`src/rtl/video_stats_pkg.sv`:
```
// rtl/video_stats_pkg.sv - shared constants, state encodings and message formatting for video_stats_uart
package video_stats_pkg;

    localparam int MSG_LEN = 14;

    localparam int PIX_W   = 12;
    localparam int FRAME_W = 16;
    localparam int DROP_W  = 8;

    localparam logic [7:0] ASCII_SP = 8'h20;
    localparam logic [7:0] ASCII_CR = 8'h0D;
    localparam logic [7:0] ASCII_LF = 8'h0A;

    typedef enum logic {
        MSG_IDLE,
        MSG_SEND
    } msg_state_t;

    typedef enum logic [1:0] {
        TX_IDLE,
        TX_START,
        TX_DATA,
        TX_STOP
    } tx_state_t;

    // Uppercase ASCII hex digit: '0'..'9' = 0x30.., 'A'..'F' = 0x41.. (0x37 + 10)
    function automatic logic [7:0] hex_ascii(input logic [3:0] d);
        return (d < 4'd10) ? (8'h30 + {4'h0, d}) : (8'h37 + {4'h0, d});
    endfunction

    // Byte idx of "FFFF WWW HHH\r\n"
    function automatic logic [7:0] msg_byte(
        input logic [3:0]         idx,
        input logic [FRAME_W-1:0] frame,
        input logic [PIX_W-1:0]   width,
        input logic [PIX_W-1:0]   height
    );
        logic [7:0] b;
        case (idx)
            4'd0:    b = hex_ascii(frame[15:12]);
            4'd1:    b = hex_ascii(frame[11:8]);
            4'd2:    b = hex_ascii(frame[7:4]);
            4'd3:    b = hex_ascii(frame[3:0]);
            4'd4:    b = ASCII_SP;
            4'd5:    b = hex_ascii(width[11:8]);
            4'd6:    b = hex_ascii(width[7:4]);
            4'd7:    b = hex_ascii(width[3:0]);
            4'd8:    b = ASCII_SP;
            4'd9:    b = hex_ascii(height[11:8]);
            4'd10:   b = hex_ascii(height[7:4]);
            4'd11:   b = hex_ascii(height[3:0]);
            4'd12:   b = ASCII_CR;
            default: b = ASCII_LF;
        endcase
        return b;
    endfunction

endpackage

```
`src/rtl/uart_tx_byte.sv`:
```
// rtl/uart_tx_byte.sv - 8N1 UART byte transmitter with back-to-back byte chaining
//
// Ports:
//   I_pxl_clk  clock
//   I_rst_n    asynchronous active-low reset
//   start      request to send byte_data; accepted when idle or in the final stop-bit cycle
//   byte_data  byte to send, captured on an accepted start
//   tx         serial line, idle high
//   done       high in the last cycle of the stop bit
module uart_tx_byte
    import video_stats_pkg::*;
#(
    parameter int CLKS_PER_BIT = 16
) (
    input  logic       I_pxl_clk,
    input  logic       I_rst_n,
    input  logic       start,
    input  logic [7:0] byte_data,
    output logic       tx,
    output logic       done
);

    localparam int              CNT_W    = $clog2(CLKS_PER_BIT);
    localparam logic [CNT_W-1:0] CNT_LAST = CNT_W'(CLKS_PER_BIT - 1);

    tx_state_t        state_q;
    tx_state_t        state_d;
    logic [CNT_W-1:0] cnt_q;
    logic [2:0]       bit_q;
    logic [7:0]       shift_q;
    logic             bit_end;
    logic             load;

    assign bit_end = (cnt_q == CNT_LAST);
    // A start during the last stop-bit cycle chains the next start bit with no idle gap
    assign load    = start && ((state_q == TX_IDLE) || done);

    always_ff @(posedge I_pxl_clk or negedge I_rst_n) begin
        if (!I_rst_n) begin
            state_q <= TX_IDLE;
        end else begin
            state_q <= state_d;
        end
    end

    always_comb begin
        state_d = state_q;
        case (state_q)
            TX_IDLE:  if (start) state_d = TX_START;
            TX_START: if (bit_end) state_d = TX_DATA;
            TX_DATA:  if (bit_end && (bit_q == 3'd7)) state_d = TX_STOP;
            TX_STOP:  if (bit_end) state_d = start ? TX_START : TX_IDLE;
            default:  state_d = TX_IDLE;
        endcase
    end

    always_comb begin
        tx   = 1'b1;
        done = 1'b0;
        case (state_q)
            TX_START: tx = 1'b0;
            TX_DATA:  tx = shift_q[0];
            TX_STOP:  done = bit_end;
            default:  tx = 1'b1;
        endcase
    end

    always_ff @(posedge I_pxl_clk or negedge I_rst_n) begin
        if (!I_rst_n) begin
            cnt_q   <= '0;
            bit_q   <= '0;
            shift_q <= '0;
        end else begin
            if ((state_q == TX_IDLE) || bit_end) begin
                cnt_q <= '0;
            end else begin
                cnt_q <= cnt_q + 1'b1;
            end

            if (load) begin
                shift_q <= byte_data;
            end else if ((state_q == TX_DATA) && bit_end) begin
                shift_q <= {1'b0, shift_q[7:1]};
            end

            if (state_q == TX_START) begin
                bit_q <= '0;
            end else if ((state_q == TX_DATA) && bit_end) begin
                bit_q <= bit_q + 1'b1;
            end
        end
    end

endmodule

```
`src/rtl/video_stats_uart.sv`:
```
// rtl/video_stats_uart.sv - camera frame statistics with per-frame ASCII report over UART
//
// Ports:
//   I_pxl_clk     camera pixel clock
//   I_rst_n       asynchronous active-low reset
//   I_vs          vertical sync, active high
//   I_de          pixel valid
//   I_data        RGB565 pixel (not used)
//   O_uart_tx     UART 8N1 line, idle high
//   O_busy        message in progress
//   O_snap_valid  one-cycle pulse when a frame snapshot is latched
//   O_frame_cnt   completed frame count
//   O_width       last line width of last frame
//   O_height      line count of last frame
//   O_drop_cnt    snapshots not reported because a message was in progress
module video_stats_uart
    import video_stats_pkg::*;
#(
    parameter int CLK_FREQ_HZ = 84_000_000,
    parameter int BAUD        = 115_200
) (
    input  logic               I_pxl_clk,
    input  logic               I_rst_n,
    input  logic               I_vs,
    input  logic               I_de,
    input  logic [15:0]        I_data,
    output logic               O_uart_tx,
    output logic               O_busy,
    output logic               O_snap_valid,
    output logic [FRAME_W-1:0] O_frame_cnt,
    output logic [PIX_W-1:0]   O_width,
    output logic [PIX_W-1:0]   O_height,
    output logic [DROP_W-1:0]  O_drop_cnt
);

    localparam int         CLKS_PER_BIT = CLK_FREQ_HZ / BAUD;
    localparam logic [3:0] LAST_IDX     = 4'(MSG_LEN - 1);

    logic data_unused;
    assign data_unused = ^I_data;

    logic               vs_q, vs_d, vs_arm_q;
    logic               de_q, de_d;
    logic               vs_rise, de_rise, de_fall;
    logic [PIX_W-1:0]   pix_cnt_q, line_w_q, line_cnt_q;
    logic [FRAME_W-1:0] frame_cnt_q;
    logic [PIX_W-1:0]   width_q, height_q;
    logic               snap_q;
    logic [DROP_W-1:0]  drop_q;

    msg_state_t         msg_state_q, msg_state_d;
    logic [3:0]         idx_q;
    logic [FRAME_W-1:0] p_frame_q;
    logic [PIX_W-1:0]   p_width_q, p_height_q;
    logic               msg_start_first;
    logic               tx_start, tx_done, tx_line;
    logic [7:0]         tx_byte;

    // vs_arm_q stays low until I_vs has been seen low, so a sync already high at
    // reset release is not taken as a frame boundary
    assign vs_rise = vs_q & ~vs_d & vs_arm_q;
    assign de_rise = de_q & ~de_d;
    assign de_fall = ~de_q & de_d;

    always_ff @(posedge I_pxl_clk or negedge I_rst_n) begin
        if (!I_rst_n) begin
            vs_q        <= 1'b0;
            vs_d        <= 1'b0;
            vs_arm_q    <= 1'b0;
            de_q        <= 1'b0;
            de_d        <= 1'b0;
            pix_cnt_q   <= '0;
            line_w_q    <= '0;
            line_cnt_q  <= '0;
            frame_cnt_q <= '0;
            width_q     <= '0;
            height_q    <= '0;
            snap_q      <= 1'b0;
            drop_q      <= '0;
        end else begin
            vs_q     <= I_vs;
            vs_d     <= vs_q;
            vs_arm_q <= vs_arm_q | ~I_vs;
            de_q     <= I_de;
            de_d     <= de_q;

            if (de_fall) begin
                line_w_q  <= pix_cnt_q;
                pix_cnt_q <= '0;
            end else if (de_q && (pix_cnt_q != '1)) begin
                pix_cnt_q <= pix_cnt_q + 1'b1;
            end

            // A line starting in the same cycle as the frame boundary belongs to the new frame
            if (vs_rise) begin
                line_cnt_q <= de_rise ? PIX_W'(1) : '0;
            end else if (de_rise && (line_cnt_q != '1)) begin
                line_cnt_q <= line_cnt_q + 1'b1;
            end

            snap_q <= vs_rise;
            if (vs_rise) begin
                width_q     <= line_w_q;
                height_q    <= line_cnt_q;
                frame_cnt_q <= frame_cnt_q + 1'b1;
            end

            if (snap_q && (msg_state_q == MSG_SEND) && (drop_q != '1)) begin
                drop_q <= drop_q + 1'b1;
            end
        end
    end

    // The first byte is launched straight from the live snapshot in the snap cycle so
    // the start bit lines up with O_busy rising
    assign msg_start_first = snap_q && (msg_state_q == MSG_IDLE);

    always_ff @(posedge I_pxl_clk or negedge I_rst_n) begin
        if (!I_rst_n) begin
            msg_state_q <= MSG_IDLE;
        end else begin
            msg_state_q <= msg_state_d;
        end
    end

    always_comb begin
        msg_state_d = msg_state_q;
        case (msg_state_q)
            MSG_IDLE: if (msg_start_first) msg_state_d = MSG_SEND;
            MSG_SEND: if (tx_done && (idx_q == LAST_IDX)) msg_state_d = MSG_IDLE;
            default:  msg_state_d = MSG_IDLE;
        endcase
    end

    always_comb begin
        O_busy   = (msg_state_q == MSG_SEND);
        tx_start = msg_start_first ||
                   ((msg_state_q == MSG_SEND) && tx_done && (idx_q != LAST_IDX));
        tx_byte  = (msg_state_q == MSG_IDLE) ?
                   msg_byte(4'd0, frame_cnt_q, width_q, height_q) :
                   msg_byte(idx_q + 4'd1, p_frame_q, p_width_q, p_height_q);
    end

    always_ff @(posedge I_pxl_clk or negedge I_rst_n) begin
        if (!I_rst_n) begin
            idx_q      <= '0;
            p_frame_q  <= '0;
            p_width_q  <= '0;
            p_height_q <= '0;
        end else begin
            if (msg_state_q == MSG_IDLE) begin
                idx_q <= '0;
            end else if (tx_done) begin
                idx_q <= idx_q + 1'b1;
            end
            if (msg_start_first) begin
                p_frame_q  <= frame_cnt_q;
                p_width_q  <= width_q;
                p_height_q <= height_q;
            end
        end
    end

    uart_tx_byte #(
        .CLKS_PER_BIT(CLKS_PER_BIT)
    ) u_tx (
        .I_pxl_clk (I_pxl_clk),
        .I_rst_n   (I_rst_n),
        .start     (tx_start),
        .byte_data (tx_byte),
        .tx        (tx_line),
        .done      (tx_done)
    );

    assign O_uart_tx    = tx_line;
    assign O_snap_valid = snap_q;
    assign O_frame_cnt  = frame_cnt_q;
    assign O_width      = width_q;
    assign O_height     = height_q;
    assign O_drop_cnt   = drop_q;

endmodule

```
`config.mk`:
```
export PLATFORM = sky130hd
export DESIGN_NAME = video_stats_uart
export DESIGN_NICKNAME = d
export VERILOG_FILES = /design/src/rtl/video_stats_pkg.sv /design/src/rtl/uart_tx_byte.sv /design/src/rtl/video_stats_uart.sv
export SDC_FILE = /design/constraint.sdc
export NUM_CORES = 1
export LEC_CHECK = 0
export BUFFER_PORTS_ARGS = -buffer_cell sky130_fd_sc_hd__buf_4
export CAP_MARGIN = 10
export CORE_ASPECT_RATIO = 1.1
export CORE_MARGIN = 1
export CORE_UTILIZATION = 30
export DETAILED_ROUTE_END_ITERATION = 16
export PLACE_DENSITY = 0.49
export SYNTH_ARGS = -nofsm -noshare
export SYNTH_HDL_FRONTEND = slang
export SYNTH_HIERARCHICAL = 1
export SYNTH_SLANG_ARGS = --single-unit
```
`constraint.sdc`:
```
create_clock -name I_pxl_clk -period 2.7 [get_ports I_pxl_clk]
set_input_delay 0.405 -clock I_pxl_clk [delete_from_list [all_inputs] [get_ports I_pxl_clk]]
set_output_delay 0.405 -clock I_pxl_clk [all_outputs]
set_load 0.02 [all_outputs]
```
==> implementation parameters, run 1 <==
Parameter                              Value

Min path
  Type of the tightest min-delay check ... input pin to flip-flop

Final layout
  Layout cells sized above 1 ... 0.161
  Final Util ... 0.362
  Layout Area Growth over Synthesis ... 18.9%
  Final net count ... around 1000
  Post-route standard cell area excluding fillers ... roughly 10000 um^2
  Antenna diode count ... 0

Global route
  Total overflow reported by the global router ... 0
  Met3 global-route usage ... 0.0263
  Number of global-route vias before repair ... 6349
  Met1 demand-to-capacity share in global routing ... 0.194
  Global-route usage over all layers ... 0.149
  Initial antenna violation count ... 0
  Highest-utilization routing layer at the global route stage ... met2
  Maximum number of pins on one net before global-route repair ... 63
  First-pass GRT wire length ... 33600 um
  Global Route met2 Usage ... 0.248

Power
  Internal power contribution ... around 4.8 mW
  Switch share ... 0.313
  Total power after layout ... 6.99 mW
  Static leakage power ... between 4 and 5 nW
  Share of power burned in combinational logic ... 0.205
  Power density of the placed cells ... 695 nW/um^2
  Switching component of the power ... roughly 2.2 mW
  Reg power frac ... 0.433
  Peak VDD IR ... 383 uV
  Proportion of power drawn by the clock network ... 0.363

Routing
  Drt first pass iters ... 6
  Count of routing violations after the opening detailed-route iteration ... 308
  Post-route antenna net violation count ... 0
  DRC violation count after routing ... 0
  Average wire per standard cell ... 14.8 um
  Final routed wirelength across all metal layers ... 20000 um
  Via count ... 6524
  Via density per instance ... 4.84

Setup path
  FF-to-FF setup slack ... ~0.097 ns
  Type of origin of the critical path ... flip-flop
  Arrival time of the worst setup path ... just under 3 ns
  CP Max Fanout ... 6
  Crit path capture type ... flip-flop
  Worst Path Required ... 3.05 ns
  Category of the critical setup timing path ... flip-flop to flip-flop

STA
  Clk_skew ... ~0.0088 ns
  Maximum frequency from static timing analysis ... 384 MHz
  Setup TNS Final ... 0 ns
  Tightest slew margin relative to the limit ... 0.539
  Final critical-path required period ... between 2 and 3 ns
  Part of the cycle the worst path needs ... 0.964
  Unrepaired setup endpoints after global routing ... false
  Number of setup violations in the final report ... 0
  Worst Max-Slew Pin Slew ... ~0.7 ns
  Endpoints failing hold ... 0
  Number of slew-limit violations in the final report ... 0

Floorplanning
  # IOs ... 71
  Die area ... around 29000 um^2
  Site row count ... 64
  Initial cell density of the core ... 0.304
  Die height ... 178 um
  Die width ... between 150 and 200 um
  Core area ... 27800 um^2

Yosys
  Flip-flop cell with the highest count after synthesis ... dfrtp_1
  Area of the mapped netlist ... 8450 um^2
  YS warnings ... 6
  Number of synthesized flops with an enable pin ... 0
  Sequential element share of the synthesized area ... 0.468
  Synthesized netlist net count ... about 960
  Number of register bits inferred by synthesis ... 158
  Async SR Flop Fraction ... 1.00
  Gate count after technology mapping ... between 900 and 1000
  Distinct cell type count of the synthesized netlist ... 75
  Post-synthesis area per instance ... a little over 9 um^2

Clock network
  Number of H-tree levels ... 4
  Worst-Skew Late Latency ... 0.43 ns
  Master cell of the clock root buffer ... clkbuf_16
  CTS tree ... yes
  Clock transition at the registers of the reported paths ... around 0.070 ns
  Count of clock tree sinks ... 158
  Number of clock buffers inserted by TritonCTS ... 17
  Max Root-Sink Buffers ... 2

Flow run
  Max-cap check violation count ... 0

Placement
  Routability congestion estimate ... 0.966
  Final HPWL DP ... 14600 um
  PortBufs ... 54
  Placed instance area ... 9400 um^2

Run status
  Outcome ... completed
==> layer usage <==
layer  share of wire  up-vias  wire [um]
met5               0        -          0
met3           0.029       26        580
met1            0.47     3138       9360
met2            0.48       97       9690
met4           0.017        0        347
li1                -     3263          -
==> state kept, by name, summed over array words and instances (netlist names) <==
register      flops
O_drop_cnt        8
p_width_q        12
vs_q              1
idx_q             4
O_width          12
u_tx/cnt_q       10
O_frame_cnt      16
line_cnt_q       12
vs_d              1
pix_cnt_q        12
line_w_q         12
u_tx/state_q      2
p_frame_q        16
u_tx/bit_q        3
O_snap_valid      1
de_d              1
vs_arm_q          1
p_height_q       12
O_busy            1
O_height         12
u_tx/shift_q      8
de_q              1
==> final timing paths <==
check,startpoint,end,cells after the start
worst min-delay path,I_de,de_q,1
worst max-delay path,idx_q[1],u_tx/shift_q[3],10
worst min register to register,vs_q,vs_d,0
max in group asynchronous,I_rst_n,p_width_q[3],3
worst max register to register,idx_q[1],u_tx/shift_q[3],10
min in group asynchronous,I_rst_n,O_frame_cnt[14],2
==> cells in the mapped netlist, drive strengths merged, types with 4 or more instances <==
master  count  area (um^2)
clkbuf     32          120
nor2       62          233
nor2b      12         82.6
xnor2      45          394
or3         5         31.3
xor2       15          131
mux2i      14          140
nor3       13         65.1
dfrtp     158         3950
nand3      30          163
a31oi       5         31.3
and2        8         52.6
o211ai      5         37.5
a21oi      38          194
a211oi      8         60.1
and3        7         43.8
buf         7         45.0
o31ai       4         43.8
and4        5         43.8
nand2b     10         62.6
mux2       20          225
inv        44          165
nand2     183          687
and4b       4         41.3
nand4      19          119
o21ai      59          295
ha         30          375
o22ai       8         50.1
==> logic make-up after synthesis <==
group,after synthesis,share of synthesized area
buf+inv,83,0.0391
simple gates,378,0.215
compound gates,165,0.128
xor+xnor,60,0.0622
flops,158,0.468
mux,34,0.0432
other cells,1,0.000444
fa+ha+maj,30,0.0444
==> cells in the final DEF, fill, tap and decap left out, types with 5 or more instances in the layout <==
| cell | netlist | routed |
|---|---|---|
| a31oi_1 | 5 | 5 |
| nand2_1 | 183 | 183 |
| mux2i_1 | 14 | 14 |
| or3_1 | 5 | 5 |
| a21oi_1 | 37 | 37 |
| nand4_1 | 19 | 19 |
| nor2_1 | 62 | 62 |
| o211ai_1 | 5 | 5 |
| dfrtp_1 | 158 | 158 |
| o21ai_0 | 55 | 55 |
| nor3_1 | 13 | 13 |
| nor2b_1 | 11 | 10 |
| xnor2_1 | 45 | 45 |
| ha_1 | 30 | 29 |
| inv_6 | 0 | 5 |
| inv_1 | 44 | 43 |
| o22ai_1 | 8 | 8 |
| and3_1 | 7 | 7 |
| clkbuf_16 | 0 | 17 |
| buf_4 | 2 | 80 |
| and2_1 | 6 | 6 |
| nand2b_1 | 10 | 10 |
| xor2_1 | 15 | 15 |
| and4_1 | 5 | 5 |
| a211oi_1 | 8 | 8 |
| nand3_1 | 29 | 29 |
| mux2_2 | 20 | 20 |
==> what timing repair did <==
| action | 4_1_cts | 5_1_grt |
|---|---|---|
| hold buffers | 1 | 0 |
| gates resized for setup | 0 | 7 |
| hold endpoints to repair | 47 | 0 |
| setup endpoints to repair | 0 | 5 |
| buffers inserted | 0 | 0 |
==> final cells by class <==
type                       count  area (um^2)
fill                        2816        17700
sequential                   158         3950
timing repair buffer          84          662
clock inverter                13          178
inverter                      44          165
clock buffer                  19          433
multi-input combinational    668         4210
tap                          363          454
==> power groups by stage <==
| stage | Clock [mW] | Combinational [mW] | Sequential, mW |
|---|---|---|---|
| 6_report | 2.53 | 1.43 | 3.02 |
| 5_1_grt | 2.70 | 1.60 | 3.08 |
| 4_1_cts | 2.60 | 1.46 | 3.03 |
| 3_5_place_dp | 0 | 1.45 | 3.07 |
| 3_3_place_gp | 0 | 1.44 | 3.07 |
| 2_1_floorplan | 0 | 0.891 | 3.09 |
==> metrics by stage <==
| step | hold WS [ns] | cells | setup WS, ns |
|---|---|---|---|
| after global routing | 0.0535 | 1349 | 0.00785 |
| after floorplan | 0.109 | 909 | 0.0960 |
| final | 0.0784 | 1349 | 0.0974 |
| after CTS | 0.0600 | 1349 | 0.00812 |
| after detailed placement | 0.365 | 1316 | 0.0416 |
| after global placement | 0.361 | 1316 | 0.0395 |
==> worst max-delay path: stages (launching register included) <==
cell	delay, ns
dfrtp_1	0.41
buf_4	0.17
inv_2	0.08
ha_4	0.14
or4bb_1	0.48
o41a_1	0.18
or4b_4	0.51
o2111ai_1	0.16
o32a_1	0.24
nor2_1	0.05
a21oi_1	0.10
Note: power is estimated with default switching activity, not from simulation.
==> inputs of run 2 (changes only) <==
CORE_UTILIZATION = 60   (was 30)
PLACE_DENSITY = 0.82   (was 0.49)
clock period = 2.79 ns   (was 2.7 ns; I/O delays follow)
==> implementation parameters, run 2 (synthesis gave the netlist of run 1 again) <==
Parameter                              Value

Setup path
  Type of origin of the critical path ... flip-flop (unchanged)
  CP startpoint ... idx_q[1] (unchanged)
  Startpoint of the worst register-to-register path ... idx_q[1] (unchanged)
  Worst Path Required ... 3.13 ns (was 3.05 ns)
  Category of the critical setup timing path ... flip-flop to flip-flop (unchanged)
  Crit path capture type ... flip-flop (unchanged)
  CP cell instances ... inv_1 -> ha_1 -> or4bb_1 -> o41a_1 -> or4b_1 -> o2111ai_1 -> o32a_1 -> nor2_1 -> a21oi_1 (was buf_4 -> inv_2 -> ha_4 -> or4bb_1 -> o41a_1 -> or4b_4 -> o2111ai_1 -> o32a_1 -> nor2_1 -> a21oi_1)
  CP Max Fanout ... 6 (unchanged)
  Slowest cell on the critical path ... or4bb_1 (was or4b_4)
  Arrival time of the worst setup path ... 2.98 ns (was 2.95 ns)
  Worst path max stage delay ... 0.52 ns (was 0.51 ns)

Floorplanning
  Die height ... 126 um (was 178 um)
  Die area ... 14600 um^2 (was 28800 um^2)
  Core area ... 13800 um^2 (was 27800 um^2)
  Initial cell density of the core ... 0.613 (was 0.304)
  Site row count ... 45 (was 64)
  # IOs ... 71 (unchanged)
  Die width ... 115 um (was 162 um)

Final layout
  Layout Area Growth over Synthesis ... 14.7% (was 18.9%)
  Highest-count cells in the layout ignoring fill and taps ... 183 x nand2_1, 158 x dfrtp_1, 77 x buf_4 (was 183 x nand2_1, 158 x dfrtp_1, 80 x buf_4)
  Footprint of the multi-input gates ... 4170 um^2 (was 4210 um^2)
  Total of fill cells in the finished design ... 1069 (was 2816)
  Post-route standard cell area excluding fillers ... 9690 um^2 (was 10100 um^2)
  Layout cells sized above 1 ... 0.150 (was 0.161)
  Final net count ... 1019 (was 1023)
  Leading cell type in the layout, fill and taps excluded ... nand2_1 (unchanged)
  Sequential Area ... 3950 um^2 (unchanged)
  Final Util ... 0.703 (was 0.362)
  Antenna diode count ... 0 (unchanged)
  Post-Layout Cell Count ... 1168 (was 1349)

Flow run
  Max-cap check violation count ... 0 (unchanged)

Clock network
  Clock transition at the registers of the reported paths ... 0.06 ns (was 0.07 ns)
  Number of H-tree levels ... 4 (unchanged)
  Max Root-Sink Buffers ... 2 (unchanged)
  Post-CTS Resized ... 0 (unchanged)
  CTS tree ... yes (unchanged)
  Count of clock tree sinks ... 158 (unchanged)
  Worst-Skew Late Latency ... 0.42 ns (was 0.43 ns)
  Number of clock buffers inserted by TritonCTS ... 17 (unchanged)
  Master cell of the clock root buffer ... clkbuf_16 (unchanged)

Global route
  Total overflow reported by the global router ... 0 (unchanged)
  Met1 demand-to-capacity share in global routing ... 0.357 (was 0.194)
  Met3 global-route usage ... 0.0492 (was 0.0263)
  First-pass GRT wire length ... 30400 um (was 33600 um)
  Global Route met2 Usage ... 0.444 (was 0.248)
  Number of global-route vias before repair ... 6315 (was 6349)
  Maximum number of pins on one net before global-route repair ... 66 (was 63)
  Global-route usage over all layers ... 0.269 (was 0.149)
  Initial antenna violation count ... 0 (unchanged)
  Highest-utilization routing layer at the global route stage ... met2 (unchanged)

Routing
  DRC violation count after routing ... 0 (unchanged)
  Via count ... 6787 (was 6524)
  Final routed wirelength across all metal layers ... 18400 um (was 20000 um)
  Post-route antenna net violation count ... 0 (unchanged)
  Drt first pass iters ... 5 (was 6)
  Average wire per standard cell ... 15.8 um (was 14.8 um)
  Via density per instance ... 5.81 (was 4.84)
  Count of routing violations after the opening detailed-route iteration ... 572 (was 308)

STA
  Number of setup violations in the final report ... 0 (unchanged)
  Worst Max-Slew Pin Slew ... 0.761 ns (was 0.691 ns)
  Number of slew-limit violations in the final report ... 0 (unchanged)
  Unrepaired setup endpoints after global routing ... false (unchanged)
  Tightest slew margin relative to the limit ... 0.486 (was 0.539)
  Setup TNS Final ... 0 ns (unchanged)
  Worst hold slack across all endpoints ... 0.0989 ns (was 0.0784 ns)
  PnR worst setup slack ... 0.153 ns (was 0.0974 ns)
  Part of the cycle the worst path needs ... 0.945 (was 0.964)
  Maximum frequency from static timing analysis ... 379 MHz (was 384 MHz)
  Endpoints failing hold ... 0 (unchanged)
  Final critical-path required period ... 2.64 ns (was 2.60 ns)
  Clk_skew ... 0.00644 ns (was 0.00877 ns)

Min path
  Type of the tightest min-delay check ... input pin to flip-flop (unchanged)
  Startpoint of the lowest-slack hold path ... I_de (unchanged)

Placement
  Worst setup slack after placement ... 0.194 ns (was 0.0416 ns)
  PortBufs ... 54 (unchanged)
  Placed Cells ... 1137 (was 1316)
  Placed instance area ... 9140 um^2 (was 9400 um^2)
  Final HPWL DP ... 12900 um (was 14600 um)
  Routability congestion estimate ... 0.987 (was 0.966)

Power
  Static leakage power ... 4.47 nW (was 4.53 nW)
  Peak VDD IR ... 432 uV (was 383 uV)
  Total power after layout ... 6.49 mW (was 6.99 mW)
  Power density of the placed cells ... 669 nW/um^2 (was 695 nW/um^2)

Run status
  Outcome ... completed (unchanged)
==> run 2: final timing paths <==
| path | slack [ns] | endpoint | depth (start not counted) |
|---|---|---|---|
| setup reg to reg | 0.15 | u_tx/shift_q[3] | 9 |
| hold reg to reg | 0.39 | vs_d | 0 |
| min in group asynchronous | 0.54 | O_drop_cnt[4] | 2 |
| max in group asynchronous | 1.43 | pix_cnt_q[8] | 3 |
| hold / removal | 0.1 | de_q | 1 |
| setup / recovery | 0.15 | u_tx/shift_q[3] | 9 |
==> run 2: cell type report <==
type                    instances  share of cell area
repair buffers                 80              0.0639
multi-input cells             668               0.431
flip-flops and latches        158               0.408
clock inverters                 9             0.00891
well taps                     188              0.0243
inverters                      44              0.0170
clock buffers                  21              0.0475
==> run 2: repair_timing <==
item,4_1_cts,5_1_grt
endpoints found under the hold margin,21,0
hold buffers,1,0
setup buffers,0,0
==> run 2: metal layers <==
metal | wire, um | up-vias
met3 | 789 | 34
li1 | - | 3260
met4 | 388 | 0
met1 | 8040 | 3303
met2 | 9190 | 190
met5 | 0 | -
==> run 2: where the power goes <==
part / total, mW / switching (mW) / internal, mW
Combinational: 1.39 / 0.775 / 0.617
Clock: 2.17 / 0.905 / 1.27
Sequential: 2.92 / 0.328 / 2.60
Total: 6.49 / 2.01 / 4.48
==> run 2: worst max-delay path: cells and delay by family (launching register included) <==
kind	cells	cell delay, ns
AND/OR/NAND/NOR	3	1.07
flip-flops	1	0.43
AO/OA/AOI/OAI	4	0.61
adder cells (fa/ha/maj)	1	0.32
buffers and inverters	1	0.13
==> inputs of run 3 (changes only) <==
CORE_UTILIZATION = 65   (was 60)
CTS_CLUSTER_DIAMETER = 60   (was unset)
PLACE_DENSITY = 0.88   (was 0.82)
clock period = 3.43 ns   (was 2.79 ns; I/O delays follow)
==> implementation parameters, run 3 (synthesis gave the netlist of run 1 again) <==
Parameter                              Value

Floorplanning
  Core area ... 12600 um^2 (was 13800 um^2)
  Die height ... 122 um (was 126 um)
  Die width ... 111 um (was 115 um)
  Site row count ... 43 (was 45)
  Initial cell density of the core ... 0.668 (was 0.613)
  # IOs ... 71 (unchanged)
  Die area ... 13500 um^2 (was 14600 um^2)

Placement
  Final HPWL DP ... 13200 um (was 12900 um)
  Placed instance area ... 9000 um^2 (was 9140 um^2)
  Placed Cells ... 1094 (was 1137)
  Worst setup slack after placement ... 0.612 ns (was 0.194 ns)
  PortBufs ... 54 (unchanged)
  Routability congestion estimate ... 1.02 (was 0.987)

Final layout
  Antenna diode count ... 0 (unchanged)
  Final net count ... 1006 (was 1019)
  Highest-count cells in the layout ignoring fill and taps ... 183 x nand2_1, 158 x dfrtp_1, 66 x buf_4 (was 183 x nand2_1, 158 x dfrtp_1, 77 x buf_4)
  Leading cell type in the layout, fill and taps excluded ... nand2_1 (unchanged)
  Post-Layout Cell Count ... 1124 (was 1168)
  Layout cells sized above 1 ... 0.142 (was 0.150)
  Final Util ... 0.761 (was 0.703)
  Footprint of the multi-input gates ... 4170 um^2 (unchanged)
  Sequential Area ... 3950 um^2 (unchanged)
  Total of fill cells in the finished design ... 856 (was 1069)
  Post-route standard cell area excluding fillers ... 9620 um^2 (was 9690 um^2)
  Layout Area Growth over Synthesis ... 13.9% (was 14.7%)

Setup path
  CP cell instances ... inv_1 -> ha_1 -> or4bb_1 -> o41a_1 -> a211oi_1 -> a2111oi_0 -> buf_4 -> a31oi_1 -> nor2_1 -> a21oi_1 (was inv_1 -> ha_1 -> or4bb_1 -> o41a_1 -> or4b_1 -> o2111ai_1 -> o32a_1 -> nor2_1 -> a21oi_1)
  CP Max Fanout ... 11 (was 6)
  Worst path max stage delay ... 0.54 ns (was 0.52 ns)
  Reg2reg path depth ... 10 (was 9)
  Type of origin of the critical path ... flip-flop (unchanged)
  Arrival time of the worst setup path ... 3.27 ns (was 2.98 ns)
  Worst Path Required ... 3.78 ns (was 3.13 ns)
  Category of the critical setup timing path ... flip-flop to flip-flop (unchanged)
  Crit path capture type ... flip-flop (unchanged)
  Slowest cell on the critical path ... or4bb_1 (unchanged)

STA
  Clk_skew ... 0.00441 ns (was 0.00644 ns)
  PnR worst setup slack ... 0.518 ns (was 0.153 ns)
  Worst hold slack across all endpoints ... 0.151 ns (was 0.0989 ns)
  Maximum frequency from static timing analysis ... 343 MHz (was 379 MHz)
  Worst Max-Slew Pin Slew ... 0.861 ns (was 0.761 ns)
  Number of slew-limit violations in the final report ... 0 (unchanged)
  Final critical-path required period ... 2.91 ns (was 2.64 ns)
  Unrepaired setup endpoints after global routing ... false (unchanged)
  Part of the cycle the worst path needs ... 0.849 (was 0.945)
  Setup TNS Final ... 0 ns (unchanged)
  Endpoints failing hold ... 0 (unchanged)
  Number of setup violations in the final report ... 0 (unchanged)
  Tightest slew margin relative to the limit ... 0.418 (was 0.486)

Min path
  Type of the tightest min-delay check ... input pin to asynchronous set/reset pin (was input pin to flip-flop)

Power
  Total power after layout ... 5.54 mW (was 6.49 mW)
  Static leakage power ... 4.44 nW (was 4.47 nW)
  Power density of the placed cells ... 576 nW/um^2 (was 669 nW/um^2)
  Peak VDD IR ... 570 uV (was 432 uV)

Clock network
  Count of clock tree sinks ... 158 (unchanged)
  Post-CTS Resized ... 0 (unchanged)
  Number of H-tree levels ... 4 (unchanged)
  Total setup buffers inserted after CTS ... 0 (unchanged)
  Quantity of hold-fixing buffers added after cts ... 0 (was 1)
  Worst-Skew Late Latency ... 0.43 ns (was 0.42 ns)
  Max Root-Sink Buffers ... 2 (unchanged)
  CTS tree ... yes (unchanged)
  Number of clock buffers inserted by TritonCTS ... 17 (unchanged)
  Clock transition at the registers of the reported paths ... 0.06 ns (about the same)
  Master cell of the clock root buffer ... clkbuf_16 (unchanged)

Run status
  Outcome ... completed (unchanged)

Global route
  Initial antenna violation count ... 0 (unchanged)
  Total overflow reported by the global router ... 0 (unchanged)
  Maximum number of pins on one net before global-route repair ... 95 (was 66)
  Number of global-route vias before repair ... 6590 (was 6315)
  Global Route met2 Usage ... 0.517 (was 0.444)
  Met3 global-route usage ... 0.0731 (was 0.0492)
  Met1 demand-to-capacity share in global routing ... 0.368 (was 0.357)
  Highest-utilization routing layer at the global route stage ... met2 (unchanged)
  First-pass GRT wire length ... 31800 um (was 30400 um)
  Global-route usage over all layers ... 0.300 (was 0.269)

Routing
  Post-route antenna net violation count ... 0 (unchanged)
  DRC violation count after routing ... 0 (unchanged)
  Final routed wirelength across all metal layers ... 19100 um (was 18400 um)
  Via count ... 6824 (was 6787)
  Average wire per standard cell ... 17.0 um (was 15.8 um)
  Via density per instance ... 6.07 (was 5.81)
  Count of routing violations after the opening detailed-route iteration ... 529 (was 572)
  Drt first pass iters ... 5 (unchanged)

Flow run
  Max-cap check violation count ... 0 (unchanged)
[run 3: cell types whose count changed in the layout (fill, tap and decap cells not counted), moves of 2 or more]
| cell | change |
|---|---|
| clkbuf_1 | -2 |
| clkinv_2 | -2 |
| buf_4 | -11 |
| bufinv_16 | +3 |
[run 3: worst paths after layout]
path | end | startpoint | slack [ns]
min reg2reg | vs_d | vs_q | 0.37
min | O_drop_cnt[0] | I_rst_n | 0.15
max in group asynchronous | line_w_q[7] | I_rst_n | 2.44
max | u_tx/shift_q[1] | idx_q[1] | 0.52
min in group I_pxl_clk | de_q | I_de | 0.19
max reg2reg | u_tx/shift_q[1] | idx_q[1] | 0.52
[run 3: critical path, delay by kind of cell, from the launching register on]
family	cells	cell delay, ns
buf+inv	2	0.31
flops	1	0.49
compound gates	5	0.97
simple gates	2	0.62
fa+ha+maj	1	0.44
[run 3: power by group]
| group | leakage [nW] | switching, mW | internal, mW | total, mW |
|---|---|---|---|---|
| Clock | 0.301 | 0.766 | 1.24 | 2.00 |
| Combinational | 2.02 | 0.647 | 0.501 | 1.15 |
| Sequential | 2.12 | 0.274 | 2.11 | 2.39 |
| Total | 4.44 | 1.69 | 3.85 | 5.54 |
[run 3: area by class of cell]
class                           instances  share of cell area
Clock inverter                         12              0.0194
Multi-Input combinational cell        668               0.434
Tap cell                              157              0.0204
Inverter                               44              0.0172
Sequential cell                       158               0.411
Clock buffer                           18              0.0456
Timing Repair Buffer                   67              0.0527
[run 3: routing by layer]
metal	vias to the layer above	part of all wire
met5	-	0
met4	0	0.023
met3	43	0.057
met2	220	0.51
met1	3319	0.41
li1	3242	-
